==> src/rtl/odometer_beat_counter_if.sv <==
// Measurement-side bundle of the odometer beat counter: async trigger and
// stressed oscillator in, measurement result and status out.
interface odometer_beat_counter_if #(
    parameter int CNT_W = 16
);
    logic             meas_trig;
    logic             rosc_stress;
    logic [CNT_W-1:0] count;
    logic             done;
    logic             busy;
    logic             ovf;

    modport master (
        output meas_trig,
        output rosc_stress,
        input  count,
        input  done,
        input  busy,
        input  ovf
    );

    modport slave (
        input  meas_trig,
        input  rosc_stress,
        output count,
        output done,
        output busy,
        output ovf
    );
endinterface

==> src/rtl/odometer_beat_counter.sv <==
// Counts reference-oscillator cycles spanning NUM_BEATS periods of the beat
// between the reference and stressed ring oscillators, with glitch filtering.
module odometer_beat_counter #(
    parameter int CNT_W     = 16,
    parameter int NUM_BEATS = 4,
    parameter int FILT      = 2
) (
    input  logic                   rosc_ref_i,
    input  logic                   resetb_i,
    odometer_beat_counter_if.slave bus
);

    localparam int               N_SYNC  = 2;
    localparam logic [CNT_W-1:0] CNT_MAX = {CNT_W{1'b1}};
    localparam logic [3:0]       BEATS_L = 4'(NUM_BEATS);
    localparam logic [2:0]       FILT_L  = 3'(FILT);

    typedef enum logic [1:0] {
        ST_IDLE,
        ST_ARM,
        ST_COUNT,
        ST_DONE
    } state_t;

    // Bit 0 carries the trigger, bit 1 the stressed oscillator.
    logic [N_SYNC-1:0] async_in;
    logic [N_SYNC-1:0] sync_out;

    assign async_in = {bus.rosc_stress, bus.meas_trig};

    for (genvar gi = 0; gi < N_SYNC; gi++) begin : g_sync
        logic s1_q;
        logic s2_q;

        always_ff @(posedge rosc_ref_i or negedge resetb_i) begin
            if (!resetb_i) begin
                s1_q <= 1'b0;
                s2_q <= 1'b0;
            end else begin
                s1_q <= async_in[gi];
                s2_q <= s1_q;
            end
        end

        assign sync_out[gi] = s2_q;
    end

    logic trig_d_q;
    logic trig_evt;
    logic beat_raw;

    assign beat_raw = sync_out[1];
    assign trig_evt = sync_out[0] & ~trig_d_q;

    always_ff @(posedge rosc_ref_i or negedge resetb_i) begin
        if (!resetb_i) begin
            trig_d_q <= 1'b0;
        end else begin
            trig_d_q <= sync_out[0];
        end
    end

    // Run length of samples disagreeing with the accepted level; any
    // agreeing sample restarts the run.
    logic [2:0] run_q;
    logic       beat_filt_q;
    logic       beat_prev_q;
    logic       beat_evt;

    always_ff @(posedge rosc_ref_i or negedge resetb_i) begin
        if (!resetb_i) begin
            run_q       <= '0;
            beat_filt_q <= 1'b0;
            beat_prev_q <= 1'b0;
        end else begin
            beat_prev_q <= beat_filt_q;
            if (beat_raw == beat_filt_q) begin
                run_q <= '0;
            end else if (run_q + 3'd1 == FILT_L) begin
                beat_filt_q <= beat_raw;
                run_q       <= '0;
            end else begin
                run_q <= run_q + 3'd1;
            end
        end
    end

    assign beat_evt = beat_filt_q & ~beat_prev_q;

    state_t           state_q;
    logic [CNT_W-1:0] cyc_q;
    logic [CNT_W-1:0] cyc_d;
    logic [3:0]       beat_cnt_q;
    logic [3:0]       beat_cnt_d;
    logic [CNT_W-1:0] count_q;
    logic             done_q;
    logic             busy_q;
    logic             ovf_q;
    logic             cyc_sat;

    assign cyc_d      = cyc_q + CNT_W'(1);
    assign beat_cnt_d = beat_cnt_q + 4'd1;
    assign cyc_sat    = (cyc_q == CNT_MAX);

    // A trigger restarts from any state; saturation outranks a final beat.
    always_ff @(posedge rosc_ref_i or negedge resetb_i) begin
        if (!resetb_i) begin
            state_q    <= ST_IDLE;
            cyc_q      <= '0;
            beat_cnt_q <= '0;
            count_q    <= '0;
            done_q     <= 1'b0;
            busy_q     <= 1'b0;
            ovf_q      <= 1'b0;
        end else if (trig_evt) begin
            state_q    <= ST_ARM;
            cyc_q      <= '0;
            beat_cnt_q <= '0;
            count_q    <= '0;
            done_q     <= 1'b0;
            busy_q     <= 1'b1;
            ovf_q      <= 1'b0;
        end else begin
            case (state_q)
                ST_ARM: begin
                    if (cyc_sat) begin
                        state_q <= ST_DONE;
                        count_q <= CNT_MAX;
                        ovf_q   <= 1'b1;
                        done_q  <= 1'b1;
                        busy_q  <= 1'b0;
                    end else if (beat_evt) begin
                        state_q    <= ST_COUNT;
                        cyc_q      <= '0;
                        beat_cnt_q <= '0;
                    end else begin
                        cyc_q <= cyc_d;
                    end
                end
                ST_COUNT: begin
                    if (cyc_sat) begin
                        state_q <= ST_DONE;
                        count_q <= CNT_MAX;
                        ovf_q   <= 1'b1;
                        done_q  <= 1'b1;
                        busy_q  <= 1'b0;
                    end else if (beat_evt && (beat_cnt_d == BEATS_L)) begin
                        state_q    <= ST_DONE;
                        beat_cnt_q <= beat_cnt_d;
                        count_q    <= cyc_d;
                        done_q     <= 1'b1;
                        busy_q     <= 1'b0;
                    end else begin
                        cyc_q <= cyc_d;
                        if (beat_evt) begin
                            beat_cnt_q <= beat_cnt_d;
                        end
                    end
                end
                default: begin
                end
            endcase
        end
    end

    assign bus.count = count_q;
    assign bus.done  = done_q;
    assign bus.busy  = busy_q;
    assign bus.ovf   = ovf_q;

endmodule

==> src/flat_wrapper.sv <==
// flat-port wrapper written by rule: the top's interface ports become plain ports
module odometer_beat_counter_flat 
#(
    parameter int CNT_W     = 16,
    parameter int NUM_BEATS = 4,
    parameter int FILT      = 2
)
  (rosc_ref_i, resetb_i, bus_meas_trig, bus_rosc_stress, bus_count, bus_done, bus_busy, bus_ovf);
  odometer_beat_counter_if #(.CNT_W(CNT_W)) bus_i ();
  input  logic rosc_ref_i;
  input  logic resetb_i;
  input wire logic [$bits(bus_i.meas_trig)-1:0] bus_meas_trig;
  input wire logic [$bits(bus_i.rosc_stress)-1:0] bus_rosc_stress;
  output wire logic [$bits(bus_i.count)-1:0] bus_count;
  output wire logic [$bits(bus_i.done)-1:0] bus_done;
  output wire logic [$bits(bus_i.busy)-1:0] bus_busy;
  output wire logic [$bits(bus_i.ovf)-1:0] bus_ovf;
  assign bus_i.meas_trig = bus_meas_trig;
  assign bus_i.rosc_stress = bus_rosc_stress;
  assign bus_count = bus_i.count;
  assign bus_done = bus_i.done;
  assign bus_busy = bus_i.busy;
  assign bus_ovf = bus_i.ovf;
  odometer_beat_counter #(.CNT_W(CNT_W), .NUM_BEATS(NUM_BEATS), .FILT(FILT)) u_core (.rosc_ref_i(rosc_ref_i), .resetb_i(resetb_i), .bus(bus_i));
endmodule
==> config.mk <==
export PLATFORM = sky130hd
export DESIGN_NAME = odometer_beat_counter_flat
export DESIGN_NICKNAME = d
export VERILOG_FILES = /design/src/rtl/odometer_beat_counter_if.sv /design/src/rtl/odometer_beat_counter.sv /design/src/flat_wrapper.sv
export SDC_FILE = /design/constraint.sdc
export NUM_CORES = 1
export LEC_CHECK = 0
export BUFFER_PORTS_ARGS = -buffer_cell sky130_fd_sc_hd__buf_4
export CAP_MARGIN = 10
export CORE_MARGIN = 4
export CORE_UTILIZATION = 30
export CTS_CLUSTER_DIAMETER = 80
export DETAILED_ROUTE_END_ITERATION = 10
export SKIP_LAST_GASP = 1
export SLEW_MARGIN = 20
export SYNTH_ARGS = -nofsm -noshare
export SYNTH_HDL_FRONTEND = slang
export SYNTH_SLANG_ARGS = --single-unit
==> constraint.sdc <==
create_clock -name rosc_ref_i -period 6.5 [get_ports rosc_ref_i]
set_input_delay 0.65 -clock rosc_ref_i [delete_from_list [all_inputs] [get_ports rosc_ref_i]]
set_output_delay 0.65 -clock rosc_ref_i [all_outputs]
set_load 0.01 [all_outputs]
Word-level counts from Yosys, hierarchy flattened. Cells that the tools add are included.

Reduce and logical (&&, ||, !) cells: 11. Bitwise operators: 5. $add $sub $neg: 3. Equality and inequality tests: 14. Mux-type cells: 38.

Operators by type and width (count): $mux W16 (9); $pmux W16 S2 (2); $mux W4 (6); $add A16 B1 Y16 const B (1); $eq A16 B16 Y1 const B (1); $ne A4 B1 Y1 const B (3); $mux W1 (10); $mux W2 (5); $ne A3 B2 Y1 const B (3); $pmux W4 S2 (1); $mux W3 (2); $ne A3 B1 Y1 const B (2); $reduce_and A3 Y1 (2); $reduce_and A5 Y1 (1); $add A4 B1 Y4 const B (1); $eq A4 B3 Y1 const B (1); $pmux W1 S2 (2); $pmux W2 S2 (1); $reduce_and A2 Y1 (2); $reduce_and A4 Y1 (1); $reduce_bool A2 Y1 (2); $add A3 B1 Y3 const B (1); $eq A3 B2 Y1 const B (1); $not A1 Y1 (3); 7 further kinds (8).

Word-level logic and storage cells: 86. Register bits after elaboration: 51. Output and inout bits: 19. Input bits: 4.

Longest topological paths before layout. Gate-level depths: netlist of run 1.

Depth after elaboration: 7. Gate-level depth with buffers: 9. Mapped depth without buffers: 7.

Worst setup path after synthesis of run 1. OpenSTA, ideal clock, no wires.

Kind: register to register. Start point: register u_core.cyc_q[0]. End point: register u_core.beat_cnt_q[1]. Stages on the path, launching flop included: 8. Path buffers: 1. Period minus slack after synthesis: 2.197 ns. Setup slack: 4.303 ns. Arrival time: 2.076 ns. Setup time: 0.122 ns. Data required time: 6.378 ns. Path through: dfrtp_1 -> ha_1 -> nand4_4 -> or4_1 -> buf_2 -> a221o_1 -> nand4_1 -> o21ai_1.

Longest elaborated chain between the ends: 3. Elaborated cells on any way between the ends: 4. Those cells by class: eq/ne: 3; reduce/logical: 1.

RTL lines: start, declared (RTL line odometer_beat_counter.sv:91) `logic [CNT_W-1:0] cyc_q;`; start signal, assigned (RTL line odometer_beat_counter.sv:137) `cyc_q <= cyc_d;`; start signal, assigned (RTL line odometer_beat_counter.sv:154) `cyc_q <= cyc_d;`; $eq A16 B16 Y1 (*) (RTL line odometer_beat_counter.sv:103) `assign cyc_sat = (cyc_q == CNT_MAX);`; $ne A3 B2 Y1 (no line); $reduce_and A5 Y1 (no line) (*); end signal, assigned (RTL line odometer_beat_counter.sv:149) `beat_cnt_q <= beat_cnt_d;`; end signal, assigned (RTL line odometer_beat_counter.sv:156) `beat_cnt_q <= beat_cnt_d;`; end, declared (RTL line odometer_beat_counter.sv:93) `logic [3:0] beat_cnt_q;`.

Every way passes the cells marked *; elsewhere a longest branch is shown, timed or not. A chain may end at the register's enable or synchronous reset.

Worst setup path after layout of run 1.
Start point: register u_core.cyc_q[0]. End point: register u_core.count_q[4], in the netlist u_core.bus.count[4].

Longest elaborated chain between the ends: 5. Elaborated cells on any way between the ends: 9. Those cells by class: add/sub: 1; eq/ne: 3; mux: 4; reduce/logical: 1.

RTL lines: $add A16 B1 Y16 (RTL line odometer_beat_counter.sv:101) `assign cyc_d = cyc_q + CNT_W'(1);`; $mux W16 (RTL line odometer_beat_counter.sv:147) `end else if (beat_evt && (beat_cnt_d == BEATS_L)) begin`; $mux W16 (RTL line odometer_beat_counter.sv:141) `if (cyc_sat) begin`; $pmux W16 S2 (RTL line odometer_beat_counter.sv:124) `case (state_q)`; $mux W16 (RTL line odometer_beat_counter.sv:115) `end else if (trig_evt) begin`; end signal, assigned (RTL line odometer_beat_counter.sv:150) `count_q <= cyc_d;`; end, declared (RTL line odometer_beat_counter.sv:95) `logic [CNT_W-1:0] count_q;`.

Several ways; a longest one is shown, not always the timed one. The select of a mux whose other input is x is not followed.

==> impl_metrics.ini, run 1 <==
[synthesis]
ys_types = 41
synth_xor_area_share_pct = 4.80
ys_seq_elements = 51
synthSimpleGateAreaFrac_pct = 20.9
synth_top_family_by_area = simple AND/OR/NAND/NOR gates
syn_nets = 273
synth_area_sq_um = 2560
synth_compound_area_share_pct = 16.6
muxShareOfSynthArea_pct = 0.832
ys_async_sr_fraction_pct = 100
synthAdderAreaFrac_pct = 2.94
synth_edf_count = 0
seq_area_frac_synth_pct = 49.9
yosysWarnings = 0
synthFlopType = dfrtp_1
post_synth.cell_area_avg_sq_um = 9.72
syn_inst = 263

[final_layout]
layout-drive-gt1-share_pct = 15.4
layout_commonest_cell = dfrtp_1
utilization_pct = 34.9
antennaDiodeCount = 0
nets = 289
syn_to_final_growth_pct = 12.8
final_cell_mix = dfrtp_1, nor2_1, nand2_1

[outcome]
status = finished clean

[global_route]
grtUsageTotal_pct = 11.7
grt_util_met1_pct = 16.4
grt_busiest_layer = met2
grtUsageMet2_pct = 18.5
antenna_found_initial = 0
use_met3_pct = 2.02
grt_pass1_wl_um = 9640
grt_max_degree = 52
grt_pass1_vias = 1957
grt-ovfl-total = 0

[power_and_ir_drop]
peakVddDrop_mv = 0.167
leakagePower_nw = 1.24
powerDensity_nw_per_um2 = 411

[route]
detail-route-antenna-nets = 0
vias = 2005
wl_um = 5530
dr.pass1.iters = 4
drc = 0
vias_per_cell = 5.21
drt-initial-drc-count = 181
wire_per_inst_um = 14.4

[floorplan]
die_h_um = 100
die_area_sq_um = 10100
core_sq_um = 8260
start_util_pct = 31.0
ios = 23
die_w_um = 100
rows = 33

[flow_run]
drv_cap = 0

[timing]
hold_viol = 0
final.min_clock_period_ns = 2.75
drv_slew = 0
max_freq_mhz = 364
skew_ns = 0.00395
holdWs_ns = 0.359
fin_crit_sh_pct = 42.3
setup_tns_ns = 0
max_slew_margin_pct = 40.6
rsz0062_at_grt = false
max_slew.worst_pin.slew_ns = 0.892
setup_viol_count_final = 0

[placement]
io_buffers = 22
gp_congestion = 0.837
dp_hpwl_um = 3800

[cts]
cts_num_sinks = 51
clkTransAtPathRegs_ns = 0.09
cts_root_buf = clkbuf_8
cts_max_level = 2
cts-resized-gates = 0
cts_setup_buffers = 0
clkLatencyLatePin_ns = 0.30
cts_buffers = 5
tritoncts = built
clk_path_buf_depth = 2
cts_hold_buf = 0

[worst_setup_path]
reg2reg_to = u_core.bus.count[4]$_DFFE_PN0P_
ff2ff_setup_slack_ns = 3.75
crit_type = reg2reg
slowest_stage = o31a_1
cp-end-kind = register
path_cells = ha_1 > nand4_4 > nor4_2 > o31a_1 > nand4_1 > o211a_1
worstPathRequired_ns = 6.70
reg2reg_depth = 6
slowest_delay_ns = 0.80
r2r_start = u_core.cyc_q[0]$_DFFE_PN0P_
arrival_ns = 2.95
cp_max_fo = 24
critical_path.startpoint_type = register

[worst_hold_path]
min_path_type = in2async
[report_power, final]
part	internal, mW	switching [mW]
combinational	0.222	0.322
sequential	0.405	0.0545
clock	0.0751	0.106
total	0.701	0.483
[metal layers]
| metal | wire (um) | part of all wire (%) |
|---|---|---|
| met3 | 213 | 3.8 |
| met4 | 71 | 1.3 |
| met2 | 2630 | 47 |
| met1 | 2620 | 47 |
| met5 | 0 | 0 |
[synthesized netlist by cell type (6+ instances only)]
library cell	n	area, sq um
ha_1	6	75.1
buf_2	6	30.0
o21ai_0	25	125
nor3_1	11	55.1
clkbuf_1	7	26.3
nand4_1	9	56.3
dfrtp_1	51	1280
inv_1	9	33.8
nand2_1	26	97.6
nand3_1	9	45.0
a21oi_1	7	35.0
xnor2_1	9	78.8
a211oi_2	6	75.1
nor2_1	29	109
[worst max path at each step]
| stage | startpoint | to | slack, ns | depth (start not counted) |
|---|---|---|---|---|
| after floorplan | u_core.cyc_q[0]$_DFFE_PN0P_ | u_core.beat_cnt_q[1]$_DFFE_PN0P_ | 4.30 | 7 |
| after global placement | u_core.cyc_q[0]$_DFFE_PN0P_ | u_core.bus.count[8]$_DFFE_PN0P_ | 3.85 | 6 |
| after detailed placement | u_core.cyc_q[0]$_DFFE_PN0P_ | u_core.bus.count[4]$_DFFE_PN0P_ | 3.75 | 6 |
| after CTS | u_core.cyc_q[0]$_DFFE_PN0P_ | u_core.bus.count[4]$_DFFE_PN0P_ | 3.73 | 6 |
| after global routing | u_core.cyc_q[0]$_DFFE_PN0P_ | u_core.bus.count[2]$_DFFE_PN0P_ | 3.55 | 6 |
| final | u_core.cyc_q[0]$_DFFE_PN0P_ | u_core.bus.count[4]$_DFFE_PN0P_ | 3.75 | 6 |
[metrics by stage]
step                      cells  setup WS [ns]  area, sq um  power (mW)
final                       385           3.75         2880        1.18
after global routing        385           3.55         2880        1.28
after floorplan             263           4.30         2560       0.832
after global placement      377           3.85         2800        1.01
after detailed placement    377           3.75         2800        1.02
after CTS                   385           3.73         2880        1.21
[logic make-up after synthesis]
group                      after synthesis
AOI/OAI and AO/OA                       61
xor gates and xnor gates                14
adders and majority gates                6
buffers and inverters                   23
DFF                                     51
muxes                                    2
and+or+nand+nor                        106
[flip-flops by register name, summed over array words and instances, names as in the netlist]
signal	flops
u_core.bus.count	16
u_core.trig_d_q	1
u_core.beat_raw	1
u_core.bus.done	1
u_core.state_q	2
u_core.beat_cnt_q	4
u_core.g_sync.s1_q	2
u_core.beat_filt_q	1
u_core.bus.ovf	1
u_core.bus.busy	1
u_core.run_q	3
u_core.beat_prev_q	1
u_core.cyc_q	16
u_core.g_sync.s2_q	1
[critical path: cells and delay by family, from the launching register on]
kind,cells,cell delay (ns)
adders and majority gates,1,0.35
DFF,1,0.45
and+or+nand+nor,3,0.87
AOI/OAI and AO/OA,2,0.97
[final cells by class]
| class | count | area (sq um) |
|---|---|---|
| fill | 860 | 5370 |
| sequential | 51 | 1280 |
| multi-input combinational | 189 | 1180 |
| timing repair buffer | 23 | 173 |
| tap | 105 | 131 |
| clock buffer | 5 | 68.8 |
| inverter | 9 | 33.8 |
| clock inverter | 3 | 20.0 |
Note: power is estimated with default switching activity, not from simulation.
==> run 2, diff against run 1 <==
==> constraint.sdc (replaced) <==
create_clock -name rosc_ref_i -period 2.85 [get_ports rosc_ref_i]
set_input_delay 0.285 -clock rosc_ref_i [delete_from_list [all_inputs] [get_ports rosc_ref_i]]
set_output_delay 0.285 -clock rosc_ref_i [all_outputs]
set_load 0.01 [all_outputs]
==> run 2 against run 1 <==
  * The flow now finishes with violations (negative hold slack)
  * Clock power rose to 3.3 times the previous value
  * Combinational power rose by 140%
  * Largest power group unchanged
  * Critical endpoint is now u_core.cyc_q[5]$_DFFE_PN0P_
  * Sequential power up 130%
  * First-iteration DRC count decreased by 22%
==> impl_metrics.ini, run 2 (synthesis gave the netlist of run 1 again) <==
[timing]
max_slew.worst_pin.slew_ns = 0.656
max_slew_margin_pct = 56.3
max_freq_mhz = 384
setup_viol_count_final = 0
drv_slew = 0
holdWs_ns = -0.00752
skew_ns = 0.00424
rsz0062_at_grt = false
hold_viol = 20
setup_tns_ns = 0
fin_crit_sh_pct = 91.3
final.min_clock_period_ns = 2.60

[worst_setup_path]
slowest_stage = o311a_1
startpoint = u_core.cyc_q[0]$_DFFE_PN0P_
arrival_ns = 2.82
crit_type = reg2reg
critPathTopFamily = compound AO/OA/AOI/OAI gates
crit_buf_inv = 1
ff2ff_setup_slack_ns = 0.25
path_cells = ha_1 > nand4_4 > nor4_2 > buf_4 > o311a_1 > a21oi_1 > o21ai_0
worstPathRequired_ns = 3.07
critical_path.startpoint_type = register
cp_max_fo = 16
slowest_delay_ns = 0.60
cp-end-kind = register
r2r_start = u_core.cyc_q[0]$_DFFE_PN0P_

[route]
vias_per_cell = 5.12
drc = 0
drt-initial-drc-count = 141
wl_um = 5640
wire_per_inst_um = 14.4
vias = 1995
dr.pass1.iters = 4
detail-route-antenna-nets = 0

[final_layout]
antennaDiodeCount = 0
nets = 294
fillers = 871
layout_commonest_cell = dfrtp_1
syn_to_final_growth_pct = 16.2
final_cell_mix = dfrtp_1, nor2_1, buf_4
layout-drive-gt1-share_pct = 16.8

[cts]
cts_buffers = 5
cts_num_sinks = 51
tritoncts = built
clkLatencyLatePin_ns = 0.31
cts_setup_buffers = 0
cts-resized-gates = 0
cts_hold_buf = 0
clkTransAtPathRegs_ns = 0.09
clk_path_buf_depth = 2
cts_max_level = 2
cts_root_buf = clkbuf_8

[floorplan]
core_sq_um = 8260
die_h_um = 100
die_w_um = 100
start_util_pct = 31.0
rows = 33
ios = 23
die_area_sq_um = 10100

[global_route]
grt_max_degree = 52
grtUsageTotal_pct = 11.9
grt-ovfl-total = 0
antenna_found_initial = 0
grt_pass1_wl_um = 9770
grt_pass1_vias = 1945

[worst_hold_path]
min_path_type = in2async

[outcome]
violations = negative hold slack
status = finished, violations left

[flow_run]
drv_cap = 0

[placement]
gp_congestion = 0.765
io_buffers = 22
dp_hpwl_um = 3880

[power_and_ir_drop]
powerDensity_nw_per_um2 = 999
peakVddDrop_mv = 0.423
leakagePower_nw = 1.29
run 2: power by group:
group | total [mW] | switching [mW] | leakage, nW | internal (mW)
combinational | 1.32 | 0.759 | 0.575 | 0.559
sequential | 1.05 | 0.131 | 0.651 | 0.923
clock | 0.595 | 0.245 | 0.0644 | 0.350
run 2: stage by stage:
step | std cells | utilization, % | setup slack [ns] | power [mW] | instance area, sq um
4_1_cts | 390 | 36.0 | 0.246 | 3.00 | 2970
6_report | 390 | 36.0 | 0.248 | 2.97 | 2970
3_5_place_dp | 382 | 34.3 | 0.281 | 2.39 | 2830
5_1_grt | 390 | 36.0 | 0.0198 | 3.21 | 2970
2_1_floorplan | 263 | - | 0.653 | 1.90 | 2560
3_3_place_gp | 382 | 34.3 | 0.331 | 2.37 | 2830
run 2: path summary, 6_finish.rpt:
path,depth (start not counted),end
min in group rosc_ref_i,1,u_core.g_sync[1].s1_q$_DFF_PN0_
max in group asynchronous,1,u_core.state_q[1]$_DFFE_PN0P_
hold reg to reg,0,u_core.g_sync[0].s2_q$_DFF_PN0_
setup / recovery,7,u_core.cyc_q[5]$_DFFE_PN0P_
hold / removal,1,u_core.beat_filt_q$_DFFE_PN0P_
setup reg to reg,7,u_core.cyc_q[5]$_DFFE_PN0P_
run 2: area by class of cell:
| class | instances | area (sq um) | area share (%) |
|---|---|---|---|
| sequential | 51 | 1280 | 43.0 |
| multi-input combinational | 189 | 1180 | 39.8 |
| timing repair buffer | 28 | 210 | 7.08 |
| tap | 105 | 131 | 4.42 |
| clock buffer | 5 | 68.8 | 2.32 |
| clock inverter | 3 | 67.6 | 2.28 |
| inverter | 9 | 33.8 | 1.14 |
run 2: per-layer routing:
layer / up-vias / GRT usage, % / wire length [um]
met1: 984 / 16.2 / 2680
li1: 974 / - / -
met4: 0 / 3.73 / 70
met3: 7 / 2.22 / 163
met2: 30 / 19.3 / 2720
met5: - / 0 / 0
